[src/rtl/airlock_pkg.sv]
// Shared state codes and parameter checks for the airlock sequencer.
package airlock_pkg;

  localparam logic [2:0] S_LOW   = 3'd0;
  localparam logic [2:0] S_FILL  = 3'd1;
  localparam logic [2:0] S_HIGH  = 3'd2;
  localparam logic [2:0] S_DRAIN = 3'd3;
  localparam logic [2:0] S_WAIT  = 3'd4;
  localparam logic [2:0] S_FAULT = 3'd5;

  function automatic bit ticks_ok(
    input longint ticks,
    input int     w
  );
    return (ticks >= 1) &&
           (ticks <= (longint'(1) << w) - 1);
  endfunction

endpackage

[src/rtl/airlock_tick_counter.sv]
// Loadable down-counter that saturates at zero.
module tick_counter
  import airlock_pkg::*;
#(
  parameter int CNT_W = 4
) (
  input  logic             clk,
  input  logic             reset,
  input  logic             load,
  input  logic [CNT_W-1:0] load_val,
  input  logic             en,
  input  logic             clr,
  output logic [CNT_W-1:0] count,
  output logic             zero_next
);

  logic [CNT_W-1:0] count_q;
  logic [CNT_W-1:0] count_d;

  always_comb begin
    count_d = count_q;
    if (clr) begin
      count_d = '0;
    end else if (load) begin
      count_d = load_val;
    end else if (en && count_q != '0) begin
      count_d = count_q - CNT_W'(1);
    end
  end

  always_ff @(posedge clk or negedge reset) begin
    if (!reset) begin
      count_q <= '0;
    end else begin
      count_q <= count_d;
    end
  end

  assign count     = count_q;
  assign zero_next = en && !clr && !load &&
                     (count_q == CNT_W'(1));

endmodule

[src/rtl/airlock_seq.sv]
// Airlock interlock FSM: door ownership, fill/drain/wait
// countdowns, docking state and latched pressure fault.
module airlock_seq
  import airlock_pkg::*;
#(
  parameter int CNT_W       = 4,
  parameter int FILL_TICKS  = 7,
  parameter int DRAIN_TICKS = 8,
  parameter int WAIT_TICKS  = 5
) (
  input  logic             clk,
  input  logic             reset,
  input  logic             tick,
  input  logic             fill_hold,
  input  logic             drain_hold,
  input  logic             inner_req,
  input  logic             outer_req,
  input  logic             arrive,
  input  logic             leave,
  input  logic             pressure_ok,
  input  logic             fault_ack,
  output logic             inner_open,
  output logic             outer_open,
  output logic [2:0]       state,
  output logic [CNT_W-1:0] remaining,
  output logic             docked,
  output logic             done,
  output logic             fault
);

  if (!ticks_ok(FILL_TICKS, CNT_W) ||
      !ticks_ok(DRAIN_TICKS, CNT_W) ||
      !ticks_ok(WAIT_TICKS, CNT_W)) begin : g_bad_ticks
    $error("airlock_seq: tick parameter out of range");
  end

  logic [2:0] st_q, st_d;
  logic inner_q, inner_d;
  logic outer_q, outer_d;
  logic docked_q, docked_d;
  logic pending_q, pending_d;
  logic done_q, done_d;
  logic fault_q, fault_d;

  logic             ld;
  logic [CNT_W-1:0] ld_val;
  logic             en;
  logic             clr;
  logic             zero_next;

  tick_counter #(.CNT_W(CNT_W)) u_cnt (
    .clk       (clk),
    .reset     (reset),
    .load      (ld),
    .load_val  (ld_val),
    .en        (en),
    .clr       (clr),
    .count     (remaining),
    .zero_next (zero_next)
  );

  always_comb begin
    st_d      = st_q;
    inner_d   = 1'b0;
    outer_d   = 1'b0;
    docked_d  = docked_q;
    pending_d = pending_q;
    done_d    = 1'b0;
    ld        = 1'b0;
    ld_val    = '0;
    en        = 1'b0;
    clr       = 1'b0;
    unique case (st_q)
      S_LOW: begin
        inner_d = inner_req;
        if (fill_hold && !inner_req && !inner_q) begin
          st_d   = S_FILL;
          ld     = 1'b1;
          ld_val = CNT_W'(FILL_TICKS);
        end
      end
      S_FILL: begin
        if (!pressure_ok) begin
          st_d = S_FAULT;
          clr  = 1'b1;
        end else if (tick && fill_hold) begin
          en = 1'b1;
          if (zero_next) begin
            st_d   = S_HIGH;
            done_d = 1'b1;
          end
        end
      end
      S_HIGH: begin
        outer_d = outer_req;
        // door must read closed a full cycle before leaving
        if (!outer_req && !outer_q) begin
          if (drain_hold) begin
            st_d   = S_DRAIN;
            ld     = 1'b1;
            ld_val = CNT_W'(DRAIN_TICKS);
          end else if (arrive && !leave && !docked_q) begin
            st_d      = S_WAIT;
            ld        = 1'b1;
            ld_val    = CNT_W'(WAIT_TICKS);
            pending_d = 1'b1;
          end else if (leave && !arrive && docked_q) begin
            st_d      = S_WAIT;
            ld        = 1'b1;
            ld_val    = CNT_W'(WAIT_TICKS);
            pending_d = 1'b0;
          end
        end
      end
      S_DRAIN: begin
        if (!pressure_ok) begin
          st_d = S_FAULT;
          clr  = 1'b1;
        end else if (tick && drain_hold) begin
          en = 1'b1;
          if (zero_next) begin
            st_d   = S_LOW;
            done_d = 1'b1;
          end
        end
      end
      S_WAIT: begin
        if (tick) begin
          en = 1'b1;
          if (zero_next) begin
            st_d     = S_HIGH;
            docked_d = pending_q;
            done_d   = 1'b1;
          end
        end
      end
      S_FAULT: begin
        clr = 1'b1;
        if (fault_ack && pressure_ok) begin
          st_d = S_LOW;
        end
      end
      default: begin
        st_d = S_LOW;
        clr  = 1'b1;
      end
    endcase
    fault_d = (st_d == S_FAULT);
  end

  always_ff @(posedge clk or negedge reset) begin
    if (!reset) begin
      st_q      <= S_LOW;
      inner_q   <= 1'b0;
      outer_q   <= 1'b0;
      docked_q  <= 1'b0;
      pending_q <= 1'b0;
      done_q    <= 1'b0;
      fault_q   <= 1'b0;
    end else begin
      st_q      <= st_d;
      inner_q   <= inner_d;
      outer_q   <= outer_d;
      docked_q  <= docked_d;
      pending_q <= pending_d;
      done_q    <= done_d;
      fault_q   <= fault_d;
    end
  end

  assign state      = st_q;
  assign inner_open = inner_q;
  assign outer_open = outer_q;
  assign docked     = docked_q;
  assign done       = done_q;
  assign fault      = fault_q;

endmodule
[config.mk]
export PLATFORM = sky130hd
export DESIGN_NAME = airlock_seq
export DESIGN_NICKNAME = d
export VERILOG_FILES = /design/src/rtl/airlock_pkg.sv /design/src/rtl/airlock_tick_counter.sv /design/src/rtl/airlock_seq.sv
export SDC_FILE = /design/constraint.sdc
export NUM_CORES = 1
export LEC_CHECK = 0
export CAP_MARGIN = 20
export CORE_AREA = 2 2 47 49
export DETAILED_ROUTE_END_ITERATION = 7
export DIE_AREA = 0 0 49 51
export PLACE_DENSITY = 0.75
export SLEW_MARGIN = 20
export SYNTH_ARGS = -nofsm -noshare
export SYNTH_HDL_FRONTEND = slang
export SYNTH_HIERARCHICAL = 1
export SYNTH_SLANG_ARGS = --single-unit
[constraint.sdc]
create_clock -name clk -period 2.6 [get_ports clk]
set_input_delay 0.39 -clock clk [delete_from_list [all_inputs] [get_ports clk]]
set_output_delay 0.39 -clock clk [all_outputs]
set_load 0.005 [all_outputs]
==> impl_metrics.yaml <==
drt:
  detail_route.drc_violations: 0
  via_count: 811
  drt-wirelength-per-cell_um: 13.0
  drt-initial-drc-count: 16
  route.final.wire_length_mm: 1.93
  ant_nets: 0
  routed_via_density: 5.44
  firstDrtPassIters: 6
critical_path:
  timing.critical_path.to_type: "register"
  crit_arrival_ps: 2540
  cp_data_required_time_ps: 2750
  start_kind: "register"
  worst-path-max-fanout: 11
  crit_type: "reg -> reg"
  depth_of_the_worst_register_to_register_path: 8
timing:
  maxSlewViolCount: 0
  rsz_0062_raised_after_global_routing: "false"
  timing.slew.headroom_pct: 61.8
  finalHoldViolCount: 0
  finalSetupViolCount: 0
  post-route-period-util_pct: 91.8
  worstMarginPinSlew_ps: 571
  skew_ps: 3.81
  fin_crit_ps: 2390
  fmaxAchievable_ghz: 0.419
cts:
  clk_pin_slew_ps: 80
  tritoncts_num_sinks: 13
  insertion_delay_ps: 280
  tritoncts: "done"
  ctsHtreeMaxLevel: 1
  ctsRootBufferMaster: "sky130_fd_sc_hd__clkbuf_4"
  cts.hold.buffers_added: 0
  cts_setup_buffers: 0
  clock_tree.buffer_depth: 2
  numCtsBuffers: 3
  cts_resized: 0
yosys:
  ys_seq_elements: 13
  mappedNetlistArea_um2: 893
  synth_top_family_by_area: "simple AND/OR/NAND/NOR gates"
  synth-edff-count: 0
  yosys.area_share.adder_pct: 4.20
  post_synth_inst_count: 95
  synth_top_flop_cell: "sky130_fd_sc_hd__dfrtp_1"
  ys.warnings.count: 6
  synth_most_common_cell: "sky130_fd_sc_hd__dfrtp_1"
  synth.top_cell.area_share_pct: 36.4
  synth_seq_area_share_pct: 36.4
  synth_net_count: 109
  synth.avg_cell_area_um2: 9.40
  synthArstFlopShare_pct: 100
  yosysTopAreaCell: "sky130_fd_sc_hd__dfrtp_1"
  commonest_cells_in_the_netlist: "13 x sky130_fd_sc_hd__dfrtp_1, 12 x sky130_fd_sc_hd__inv_1, 8 x sky130_fd_sc_hd__nor2_1"
  synth.top_cells.by_area: "sky130_fd_sc_hd__dfrtp_1 36%, sky130_fd_sc_hd__inv_1 5.0%, sky130_fd_sc_hd__ha_1 4.2%"
  synth_simple_gate_area_share_pct: 27.9
  xor_xnor_share_of_the_synthesized_area_pct: 0
  compound_gate_fraction_of_synth_area_pct: 18.6
  netlist-cell-type-count: 41
  share_of_cell_area_taken_by_muxes_after_synthesis_pct: 5.18
placed_design:
  place.detailed.hpwl_mm: 1.46
  placement.io_buffers: 22
  gpl.final_weighted_congestion: 0.778
  placement.cell_area_mm2: 0.00115
final_layout:
  area.sequential_um2: 325
  drive_above_1_share_pct: 14.0
  diodes: 0
  design.final.nets: 136
  n_fill_cell: 190
  multi_input_area_um2: 499
  syn_to_final_growth_pct: 31.4
  finish.utilization_pct: 56.9
  stdcell_area_mm2: 0.00117
grt:
  first_pass_grt_wire_length_mm: 3.41
  gr-total-overflow: 0
  antenna_found_initial: 0
  grt_pass1_vias: 787
  grt_start_max_net_pins: 14
  grtUsageTotal_pct: 18.3
floorplan:
  die_height_um: 51
  row_count: 17
  num_io_pins: 23
  design.core.area_mm2: 0.00206
  die-width_um: 49
  die_area_mm2: 0.00250
  floorplan.initialDensity_pct: 43.3
job:
  cap_violations: 0
run_status:
  status: "finished, final reports clean"
pwr:
  power.density_cell_area_mw_per_mm2: 714
  worst_ir_drop_vdd_uv: 334
  leakagePower_uw: 0.000508
worst_hold_path:
  hold_path.class: "in -> async"
report_power, final:
group          total [uW]  switching [uW]  internal [uW]
Clock                 131            71.5           59.7
Combinational         374             168            206
Sequential            333            86.8            246
Total                 838             326            511
critical path, cell delays in order, from the launching register on:
cell	delay [ps]
sky130_fd_sc_hd__dfrtp_1	530
sky130_fd_sc_hd__and3b_2	340
sky130_fd_sc_hd__a2bb2oi_1	90
sky130_fd_sc_hd__o21ai_0	320
sky130_fd_sc_hd__inv_1	100
sky130_fd_sc_hd__nor3_1	370
sky130_fd_sc_hd__nand2_1	170
sky130_fd_sc_hd__o211ai_1	210
sky130_fd_sc_hd__nand4_1	130
cell usage in the layout (no fill, tap or decap), types with 2 or more instances in the layout:
| master | instances |
|---|---|
| sky130_fd_sc_hd__nor2_1 | 8 |
| sky130_fd_sc_hd__nand2_1 | 5 |
| sky130_fd_sc_hd__nand3_1 | 6 |
| sky130_fd_sc_hd__dfrtp_1 | 13 |
| sky130_fd_sc_hd__mux2i_1 | 2 |
| sky130_fd_sc_hd__nor3b_2 | 2 |
| sky130_fd_sc_hd__nand4_1 | 3 |
| sky130_fd_sc_hd__inv_1 | 12 |
| sky130_fd_sc_hd__o21ai_0 | 4 |
| sky130_fd_sc_hd__clkbuf_4 | 3 |
| sky130_fd_sc_hd__o211ai_1 | 2 |
| sky130_fd_sc_hd__nand2b_1 | 2 |
| sky130_fd_sc_hd__ha_1 | 3 |
| sky130_fd_sc_hd__nor3_1 | 2 |
| sky130_fd_sc_hd__clkdlybuf4s50_1 | 22 |
| sky130_fd_sc_hd__buf_4 | 3 |
| sky130_fd_sc_hd__a221oi_1 | 2 |
| sky130_fd_sc_hd__a21oi_1 | 3 |
sequential cells by signal (all words and copies together) (netlist names):
signal,cells
docked,1
done,1
fault,1
inner_open,1
outer_open,1
pending_q,1
state,3
u_cnt/count,4
cell families after synthesis:
logic type,after synthesis
AND/OR/NAND/NOR,38
AO/OA/AOI/OAI,22
buffers and inverters,15
flip-flops,13
multiplexers,4
adder cells (fa/ha/maj),3
area by class of cell:
cell class	instances	area share, %
Clock buffer	4	2.24
Inverter	12	3.84
Tap cell	28	2.99
Timing Repair Buffer	25	20.7
Multi-Input combinational cell	67	42.5
Sequential cell	13	27.7
worst paths after layout:
check                                            from                         end  slack (ps)
min in group clk                pending_q$_DFFE_PN0P_       pending_q$_DFFE_PN0P_         520
worst max-delay path               state[2]$_DFF_PN0_          state[0]$_DFF_PN0_         210
worst min-delay path                            reset        outer_open$_DFF_PN0_         460
worst min register to register  pending_q$_DFFE_PN0P_       pending_q$_DFFE_PN0P_         520
worst max register to register     state[2]$_DFF_PN0_          state[0]$_DFF_PN0_         210
max in group asynchronous                       reset  u_cnt/count[3]$_DFFE_PN0P_        1760
per-stage QoR:
stage | setup TNS (ps) | std cells | hold slack, ps | total power [uW] | worst slack, ps
floorplan | 0 | 95 | 94.4 | 555 | 513
global placement | 0 | 145 | 490 | 701 | 6.55
detailed placement | -79.2 | 145 | 499 | 709 | -39.8
CTS | 0 | 149 | 484 | 841 | 237
global route | 0 | 149 | 507 | 908 | 29.1
finish | 0 | 149 | 463 | 838 | 214
layer usage:
| layer | vias to the layer above | track usage [%] | routed length [um] |
|---|---|---|---|
| li1 | 393 | - | - |
| met1 | 373 | 23.3 | 844 |
| met2 | 37 | 29.2 | 899 |
| met3 | 8 | 2.63 | 122 |
| met4 | 0 | 11.9 | 65 |
| met5 | - | 0 | 0 |
No activity file was read; power rests on OpenSTA's default activity.
